--- src/rtl/radar_stim_pkg.sv ---
// Shared state codes, width helpers and the ramp-sample function for the
// radar frame stimulus generator.
package radar_stim_pkg;

    localparam logic [2:0] ST_IDLE   = 3'd0;
    localparam logic [2:0] ST_WARMUP = 3'd1;
    localparam logic [2:0] ST_CHIRP  = 3'd2;
    localparam logic [2:0] ST_GAP    = 3'd3;
    localparam logic [2:0] ST_DONE   = 3'd4;

    // Index width for a counter running 0..count-1 (never narrower than 1 bit).
    function automatic int idx_w(input int count);
        return (count > 1) ? $clog2(count) : 1;
    endfunction

    // Width for a down-counter loaded with values up to max_val.
    function automatic int cnt_w(input int max_val);
        return (max_val > 0) ? $clog2(max_val + 1) : 1;
    endfunction

    // Ramp value before truncation to the channel width.
    function automatic logic [31:0] ramp_sample(input logic [31:0] chirp,
                                                input logic [31:0] n,
                                                input logic [31:0] k,
                                                input logic [31:0] samples,
                                                input logic [31:0] ch_offset);
        return chirp * samples + n + k * ch_offset;
    endfunction

endpackage

--- src/rtl/radar_stim_chan.sv ---
// One channel of sample data: loads a new value when a beat advances and
// holds it while the stream is stalled.
module radar_stim_chan #(
    parameter int DATA_W = 16
) (
    input  logic              clk,
    input  logic              reset,
    input  logic              load,
    input  logic [DATA_W-1:0] din,
    output logic [DATA_W-1:0] dout
);

    // Data register with hold on stall.
    always_ff @(posedge clk) begin
        if (reset) begin
            dout <= '0;
        end else if (load) begin
            dout <= din;
        end
    end

endmodule

--- src/rtl/radar_stim_gen.sv ---
// Radar frame stimulus generator: warm-up, then frames of ramp-data chirps on
// an AXI-Stream master with backpressure. All outputs are registered.
module radar_stim_gen
    import radar_stim_pkg::*;
#(
    parameter int DATA_W    = 16,
    parameter int NUM_CH    = 2,
    parameter int SAMPLES   = 256,
    parameter int CHIRPS    = 32,
    parameter int PRI_GAP   = 64,
    parameter int RST_HOLD  = 250,
    parameter int CH_OFFSET = 1024
) (
    input  logic                       clk,
    input  logic                       reset,
    input  logic                       enable,
    input  logic [15:0]                frames_req,
    output logic [NUM_CH*DATA_W-1:0]   m_tdata,
    output logic                       m_tvalid,
    input  logic                       m_tready,
    output logic                       m_tlast,
    output logic                       m_tuser,
    output logic [idx_w(CHIRPS)-1:0]   chirp_idx,
    output logic                       busy,
    output logic                       done
);

    localparam int SAMPLE_W = idx_w(SAMPLES);
    localparam int CHIRP_W  = idx_w(CHIRPS);
    localparam int WAIT_W   = cnt_w((RST_HOLD > PRI_GAP) ? RST_HOLD : PRI_GAP);

    logic [2:0]          state_r, state_s;
    logic [SAMPLE_W-1:0] n_r, n_s;
    logic [CHIRP_W-1:0]  chirp_s;
    logic [15:0]         frame_r, frame_s;
    logic [15:0]         frames_lat_r, frames_lat_s;
    logic [WAIT_W-1:0]   wait_r, wait_s;
    logic                load_s;
    logic                last_beat_s;
    logic                last_chirp_s;

    // Next-state and counter logic; load_s marks every edge that presents a new beat.
    always_comb begin
        state_s      = state_r;
        n_s          = n_r;
        chirp_s      = chirp_idx;
        frame_s      = frame_r;
        frames_lat_s = frames_lat_r;
        wait_s       = wait_r;
        load_s       = 1'b0;
        last_beat_s  = (n_r == SAMPLE_W'(SAMPLES - 1));
        last_chirp_s = (chirp_idx == CHIRP_W'(CHIRPS - 1));
        case (state_r)
            ST_IDLE: begin
                if (enable) begin
                    state_s      = ST_WARMUP;
                    frames_lat_s = frames_req;
                    wait_s       = WAIT_W'(RST_HOLD);
                    n_s          = '0;
                    chirp_s      = '0;
                    frame_s      = 16'd0;
                end else begin
                    state_s = ST_IDLE;
                end
            end
            ST_WARMUP: begin
                if (wait_r == '0) begin
                    state_s = ST_CHIRP;
                    load_s  = 1'b1;
                end else begin
                    wait_s = wait_r - WAIT_W'(1);
                end
            end
            ST_CHIRP: begin
                if (m_tready) begin
                    if (last_beat_s) begin
                        n_s = '0;
                        if (last_chirp_s) begin
                            chirp_s = '0;
                            frame_s = frame_r + 16'd1;
                        end else begin
                            chirp_s = chirp_idx + CHIRP_W'(1);
                        end
                        if (last_chirp_s && (frames_lat_r != 16'd0) && (frame_s == frames_lat_r)) begin
                            state_s = ST_DONE;
                        end else if (!enable) begin
                            state_s = ST_IDLE;
                        end else if (PRI_GAP == 0) begin
                            state_s = ST_CHIRP;
                            load_s  = 1'b1;
                        end else begin
                            state_s = ST_GAP;
                            wait_s  = WAIT_W'(PRI_GAP - 1);
                        end
                    end else begin
                        n_s    = n_r + SAMPLE_W'(1);
                        load_s = 1'b1;
                    end
                end else begin
                    load_s = 1'b0;
                end
            end
            ST_GAP: begin
                if (wait_r == '0) begin
                    if (enable) begin
                        state_s = ST_CHIRP;
                        load_s  = 1'b1;
                    end else begin
                        state_s = ST_IDLE;
                    end
                end else begin
                    wait_s = wait_r - WAIT_W'(1);
                end
            end
            ST_DONE: begin
                if (!enable) begin
                    state_s = ST_IDLE;
                end else begin
                    state_s = ST_DONE;
                end
            end
            default: begin
                state_s = ST_IDLE;
            end
        endcase
    end

    // State, counters and registered stream/status outputs derived from the next state.
    always_ff @(posedge clk) begin
        if (reset) begin
            state_r      <= ST_IDLE;
            n_r          <= '0;
            chirp_idx    <= '0;
            frame_r      <= 16'd0;
            frames_lat_r <= 16'd0;
            wait_r       <= '0;
            m_tvalid     <= 1'b0;
            m_tlast      <= 1'b0;
            m_tuser      <= 1'b0;
            busy         <= 1'b0;
            done         <= 1'b0;
        end else begin
            state_r      <= state_s;
            n_r          <= n_s;
            chirp_idx    <= chirp_s;
            frame_r      <= frame_s;
            frames_lat_r <= frames_lat_s;
            wait_r       <= wait_s;
            m_tvalid     <= (state_s == ST_CHIRP);
            m_tlast      <= (state_s == ST_CHIRP) && (n_s == SAMPLE_W'(SAMPLES - 1));
            m_tuser      <= (state_s == ST_CHIRP) && (n_s == '0) && (chirp_s == '0);
            busy         <= (state_s inside {ST_WARMUP, ST_CHIRP, ST_GAP});
            done         <= (state_s == ST_DONE);
        end
    end

    for (genvar k = 0; k < NUM_CH; k++) begin : g_chan
        logic [DATA_W-1:0] din_s;
        assign din_s = DATA_W'(ramp_sample(32'(chirp_s), 32'(n_s), 32'(k),
                                           32'(SAMPLES), 32'(CH_OFFSET)));
        radar_stim_chan #(.DATA_W(DATA_W)) u_chan (
            .clk   (clk),
            .reset (reset),
            .load  (load_s),
            .din   (din_s),
            .dout  (m_tdata[k*DATA_W +: DATA_W])
        );
    end

endmodule
--- config.mk ---
export PLATFORM = sky130hd
export DESIGN_NAME = radar_stim_gen
export DESIGN_NICKNAME = d
export VERILOG_FILES = /design/src/rtl/radar_stim_pkg.sv /design/src/rtl/radar_stim_chan.sv /design/src/rtl/radar_stim_gen.sv
export SDC_FILE = /design/constraint.sdc
export NUM_CORES = 1
export LEC_CHECK = 0
export ABC_AREA = 1
export CORE_MARGIN = 3
export CORE_UTILIZATION = 56
export CTS_CLUSTER_SIZE = 25
export DETAILED_ROUTE_END_ITERATION = 10
export GPL_ROUTABILITY_DRIVEN = 1
export PLACE_DENSITY = 0.83
export SYNTH_ARGS = -nofsm -noshare
export SYNTH_HDL_FRONTEND = slang
export SYNTH_HIERARCHICAL = 1
export SYNTH_SLANG_ARGS = --single-unit
--- constraint.sdc ---
create_clock -name clk -period 2.55 [get_ports clk]
set_input_delay 0.51 -clock clk [delete_from_list [all_inputs] [get_ports clk]]
set_output_delay 0.51 -clock clk [all_outputs]
set_load 0.02 [all_outputs]
# Word level (Yosys, flattened, before mapping)
# Index checks and enable logic that the tools add are counted.
# word_totals
ff_bits	93
latch_bits	0
ram_bits	0
mem_bits_ro	0
input_bits	20
out_inout_bits	42
mem_count	0
# op_classes
add_sub_neg	6
multipliers	0
div_mod_pow	0
n_lt_le_gt_ge	0
n_eq_ne	18
n_shift	0
muxes	40
bitwise	0
n_reduce_logical	17
# op_table
cell	count
2-to-1 mux 16 bit	7
2-to-1 mux 8 bit	9
one-hot mux 16 bit (2 select lines)	1
one-hot mux 8 bit (3 select lines)	1
2-to-1 mux 5 bit	4
2-to-1 mux 3 bit	6
adder 16 x 1 -> 16 bit, second input constant	1
== test 16 bit	1
== test 8 bit, second input constant	2
zero test 8 bit	2
one-hot mux 8 bit (2 select lines)	1
nonzero test 16 bit	1
adder 14 x 11 -> 15 bit, second input constant	1
one-hot mux 3 bit (5 select lines)	1
adder 13 x 8 -> 14 bit	1
== test 3 x 2 -> 1 bit, second input constant	4
!= test 2 bit, second input constant	6
one-hot mux 5 bit (2 select lines)	1
adder 8 x 1 -> 8 bit, second input constant	1
subtractor 8 x 1 -> 8 bit, second input constant	1
AND reduction 7 bit	1
== test 3 x 1 -> 1 bit, second input constant	2
== test 3 bit, second input constant	2
2-to-1 mux 1 bit	6
other kinds (12)	18

# Logic depth before layout (Yosys ltp)
# logic_depth
depth_word	14
ltp_mapped	23

# Cells and area by module
# Netlist, hierarchy kept.
# modules_own_cells
mod	n_inst	cells_per_inst	area_per_inst_um2	seq_area_each_um2
radar_stim_gen	1	568	3592.2	1221.2
radar_stim_chan	2	101	670.6	320.3

# Least setup slack after synthesis
# Ideal clock, no wire load.
# synth_timing
path_kind	register to register
start	register chirp_idx[1]
end	register busy
arrival_ns	2.401
path_slack_ns	0.040
stages_incl_launch_ff	22
path_cell_list	dfxtp_1 > ha_1 > inv_1 > nor3_1 > ha_1 > nand2_2 > nor2_8 > nand2_4 > nor2_2 > nand2_1 > nand2_1 > nor2_1 > nor2_1 > nand2_1 > nor2_2 > nand2_1 > nand3_2 > nand2_4 > clkinv_4 > nand3_1 > nand2_1 > inv_1
# synth_between
elab_chain_cells	13
word_cells_on_any_way	16
# synth_lines
element	line_no	text
from (decl)	radar_stim_gen.sv:23	output logic [idx_w(CHIRPS)-1:0] chirp_idx,
from (signal assigned)	radar_stim_gen.sv:145	chirp_idx <= chirp_s;
== test 5 bit (*)	radar_stim_gen.sv:52	last_chirp_s = (chirp_idx == CHIRP_W'(CHIRPS - 1));
2-to-1 mux 16 bit	radar_stim_gen.sv:78	if (last_chirp_s) begin
2-to-1 mux 16 bit	radar_stim_gen.sv:76	if (last_beat_s) begin
2-to-1 mux 16 bit	radar_stim_gen.sv:75	if (m_tready) begin
2-to-1 mux 16 bit	radar_stim_gen.sv:53	case (state_r)
== test 16 bit	radar_stim_gen.sv:84	if (last_chirp_s && (frames_lat_r != 16'd0) && (frame_s == frames_lat_r)) begin
logical AND 1 bit (*)	radar_stim_gen.sv:84	
2-to-1 mux 3 bit (*)	radar_stim_gen.sv:84	
2-to-1 mux 3 bit (*)	radar_stim_gen.sv:76	
2-to-1 mux 3 bit (*)	radar_stim_gen.sv:75	
one-hot mux 3 bit (5 select lines) (*)	radar_stim_gen.sv:53	
== test 3 x 1 -> 1 bit / == test 3 x 2 -> 1 bit (equally long branches)	radar_stim_gen.sv:152	busy <= (state_s inside {ST_WARMUP, ST_CHIRP, ST_GAP});
nonzero test 3 bit (*)	radar_stim_gen.sv:152	
to (signal assigned)	radar_stim_gen.sv:152	
to (decl)	radar_stim_gen.sv:24	output logic busy,
# Mark *: on every way between the ends. The rest lies on a longest branch, timed or not. The select of a mux whose other input is x is not followed.
# A chain may end at the register's enable or synchronous reset.

# Final worst setup path
# layout_timing
start	register chirp_idx[0]
end	register busy
# The elaborated chain is that of the path after synthesis.

==> results.md <==
* Result of the run: complete, but fails checks
* Violations in the final reports: setup timing
* Hold_sp: g_chan[1].u_chan/dout[9]
* Class of the tightest hold or removal check: flip-flop to flip-flop
* Share of layout cells above drive strength 1 at between 10% and 20%
* Worst Reg2Reg Path Length in Cells at 20
* Required time of the critical path at between 2 and 3 ns
* Power Dens Cells at approximately 560 mW/mm2
* Initial drt markers at ~330
* Share of synthesized registers carrying an async set or reset at 0%
* Setup violations, final at 15
* Chip height at around 100 um
* First-pass GRT wire length at roughly 21 mm
* R2R setup slack at -0.15 ns
* Post-Synthesis Cells at a little under 800
* Least-Margin Pin Slew at 0.642 ns
* Final max-slew violation count at 0
* Via count of the first global-routing pass at ~4.8k
* Placement-stage worst setup slack at -0.178 ns
* Total core area at 0.00838 mm2
* Fin worst setup slack at -0.154 ns
* Kind of end point of the critical path: flip-flop
* Worst slew margin at 56.8%
* Kind of critical path: flip-flop to flip-flop
* Die outline area at 0.00997 mm2
* Synthesis Warnings at 6
* Starting utilization of the core area at between 50% and 60%
* DRC violation count after routing at 0
* Aggregate routed wire length at 13.5 mm
* Width of the die at 99.9 um
* Count of clock tree sinks at between 90 and 100
* Clk_skew at between 0.01 and 0.015 ns
* Final hold viol count at 0
* Max clock buf depth at 2
* Worst IR drop on VDD at 0.390 mV
* CTS tree: done
* Total I/O pin count at 62
* Number of flip-flops and latches in the synthesized netlist at 93
* Hpwl dp at ~9 mm
* Final RePlAce weighted congestion at roughly 0.94
* Setup repair after global routing missed its margin: true
* Power consumption at 3.50 mW
* Count of antenna-violating nets left after detailed routing at 0
* Grt ovf at 0
* Initial antenna violation count at 0
* Nets at around 900
* Category of the worst setup path launch point: flip-flop
* Maximum clock rate at approximately 370 MHz
* Flip-flop cell with the highest count after synthesis: sky130_fd_sc_hd__dfxtp_1
* Number of cells on the worst hold path at 2
* Setup_tns at -1.52 ns
* Number of library cell types mapped by synthesis at 41
* Post-route fraction of the period consumed by the critical path at 106%
* Antenna cell count at 0
* Final instance area at around 0.0063 mm2
* Layout filler cell count at around 650
* Clk Latency, worst-skew pair at roughly 0.37 ns
* Placement Cell Area at 0.00575 mm2
* Average footprint of a synthesized cell at 6.41 um2
* Vias per cell at between 5 and 6
* Clock slew at the register clock pins of the worst setup and hold paths at approximately 0.10 ns
* Reg-to-reg critical path endpoint: busy
* Startpoint of the most critical register-to-register path: chirp_idx[0]
* Signal arrival time at the worst endpoint at between 2 and 3 ns
* CTS root buffer: sky130_fd_sc_hd__clkbuf_8
* WL/cell at between 10 and 15 um
* Port bufs at between 60 and 70
* Sequential area share after synthesis at a little under two fifths
* Area of the mapped netlist at about 0.0049 mm2
* Leakage at roughly 2.8 nW
* Area growth from synthesis to layout at 27.6%
* Tmin final at 2.70 ns
* Smallest hold slack at around 0.48 ns
* Max-cap violations at 0
* Number of enable-type register cells in the synthesized netlist at 0
* Via count at around 5k
* Clock H-tree levels at 3
* Number of iterations in the first detailed-routing pass at 5
* Maximum number of pins on one net before global-route repair at 65
* Floorplan row count at 33
* GRT Util Overall at 25.9%
* Hold Path End: g_chan[1].u_chan/dout[9]
* Largest fanout on the critical path at 8
* CTS Buf Count at 9
-- through the flow --
step	util, %	std cells
after global routing	75.1	979
final	75.1	979
after global placement	68.6	944
after detailed placement	68.6	944
after CTS	72.8	969
after floorplan	-	774
-- metal layers --
layer,vias to the layer above,GRT usage [%],share of wire (%),routed length (um)
met1,2372,34.2,43,5780
li1,2576,-,-,-
met3,27,4.31,6.0,808
met2,160,43.3,49,6660
met5,-,0,0,0
met4,0,8.30,2.0,273
-- layout make-up --
cell class              count  area (um2)  area share (%)
multi-input cells         538        2660            42.2
flip-flops and latches     93        1860            29.6
repair buffers            102         942            15.0
inverters                 124         473            7.51
well taps                 105         131            2.09
clock buffers              10         128            2.03
clock inverters             6        93.8            1.49
repair inverters            1        6.26          0.0994
-- cell usage in the layout (no fill, tap or decap), drive strengths merged, types with 3 or more instances in the layout --
cell | Yosys | layout
buf | 10 | 41
nor3 | 12 | 12
ha | 7 | 7
clkinv | 1 | 3
nand2 | 228 | 228
xor2 | 6 | 6
o21ai | 37 | 37
clkdlybuf4s50 | 0 | 61
nor2 | 137 | 137
conb | 1 | 5
nand4 | 7 | 7
dfxtp | 93 | 93
nand3 | 36 | 36
nor4 | 3 | 3
a21oi | 40 | 40
nand3b | 3 | 3
clkbuf | 9 | 10
o211ai | 3 | 3
inv | 123 | 126
-- sequential cells by signal, indices dropped and copies added (netlist names) --
| signal | cells |
|---|---|
| wait_r | 8 |
| g_chan.u_chan/dout | 32 |
| busy | 1 |
| state_r | 3 |
| m_tvalid | 1 |
| done | 1 |
| m_tuser | 1 |
| chirp_idx | 5 |
| frames_lat_r | 16 |
| frame_r | 16 |
| m_tlast | 1 |
| n_r | 8 |
-- worst max path at each step --
stage                 startpoint       to  cells past startpoint
finish              chirp_idx[0]     busy                     20
global route        chirp_idx[0]     busy                     20
CTS                 chirp_idx[0]  m_tlast                     21
detailed placement  chirp_idx[1]     busy                     21
global placement    chirp_idx[0]     busy                     21
floorplan           chirp_idx[1]     busy                     21
-- Yosys cell counts, types with 3 or more instances --
cell type | instances | area [um2]
sky130_fd_sc_hd__xor2_1 | 6 | 52.6
sky130_fd_sc_hd__o21ai_1 | 4 | 20.0
sky130_fd_sc_hd__nor2_1 | 126 | 473
sky130_fd_sc_hd__nand2_1 | 222 | 833
sky130_fd_sc_hd__ha_1 | 7 | 87.6
sky130_fd_sc_hd__o211ai_1 | 3 | 22.5
sky130_fd_sc_hd__nor2_2 | 7 | 43.8
sky130_fd_sc_hd__o21ai_0 | 32 | 160
sky130_fd_sc_hd__inv_1 | 122 | 458
sky130_fd_sc_hd__nand4_1 | 6 | 37.5
sky130_fd_sc_hd__buf_6 | 6 | 67.6
sky130_fd_sc_hd__nand3b_1 | 3 | 22.5
sky130_fd_sc_hd__nor3_1 | 12 | 60.1
sky130_fd_sc_hd__nand2_2 | 4 | 25.0
sky130_fd_sc_hd__nor2_4 | 3 | 33.8
sky130_fd_sc_hd__nand3_1 | 33 | 165
sky130_fd_sc_hd__clkbuf_1 | 9 | 33.8
sky130_fd_sc_hd__dfxtp_1 | 93 | 1860
sky130_fd_sc_hd__a21oi_1 | 40 | 200
sky130_fd_sc_hd__nand3_2 | 3 | 30.0
-- worst max-delay path, cell delays in order (launching register included) --
cell and delay (ns):
sky130_fd_sc_hd__dfxtp_2 0.36, sky130_fd_sc_hd__ha_4 0.15, sky130_fd_sc_hd__inv_4 0.04, sky130_fd_sc_hd__nor3_4 0.14
sky130_fd_sc_hd__ha_4 0.20, sky130_fd_sc_hd__nand2_4 0.08, sky130_fd_sc_hd__nor2_8 0.17, sky130_fd_sc_hd__buf_4 0.15
sky130_fd_sc_hd__nand4_1 0.21, sky130_fd_sc_hd__nand3_1 0.19, sky130_fd_sc_hd__nand2_1 0.08, sky130_fd_sc_hd__nor2_1 0.10
sky130_fd_sc_hd__nand2_1 0.09, sky130_fd_sc_hd__nor2_4 0.11, sky130_fd_sc_hd__nand2_2 0.08, sky130_fd_sc_hd__nand3_2 0.08
sky130_fd_sc_hd__nand2_4 0.10, sky130_fd_sc_hd__clkinv_4 0.09, sky130_fd_sc_hd__nand3_1 0.07, sky130_fd_sc_hd__nand2_1 0.08
sky130_fd_sc_hd__inv_1 0.05
-- cell families after synthesis --
group | after synthesis | synth area share [%]
AO/OA/AOI/OAI | 92 | 10.3
buffers and inverters | 143 | 12.1
flip-flops | 93 | 37.7
adder cells (fa/ha/maj) | 7 | 1.78
AND/OR/NAND/NOR | 426 | 36.6
other | 1 | 0.0760
XOR/XNOR | 8 | 1.42
-- timing repair --
action,in CTS,in global routing
resized for setup,19,30
hold buffers,0,0
buffers inserted,8,10
cloned,1,0
setup endpoints to repair,16,17
pin swaps,8,15
-- power breakdown --
group | switching [mW] | internal [mW]
clock | 0.551 | 0.564
sequential | 0.0775 | 1.56
combinational | 0.446 | 0.304
No activity file was read; power rests on OpenSTA's default activity.
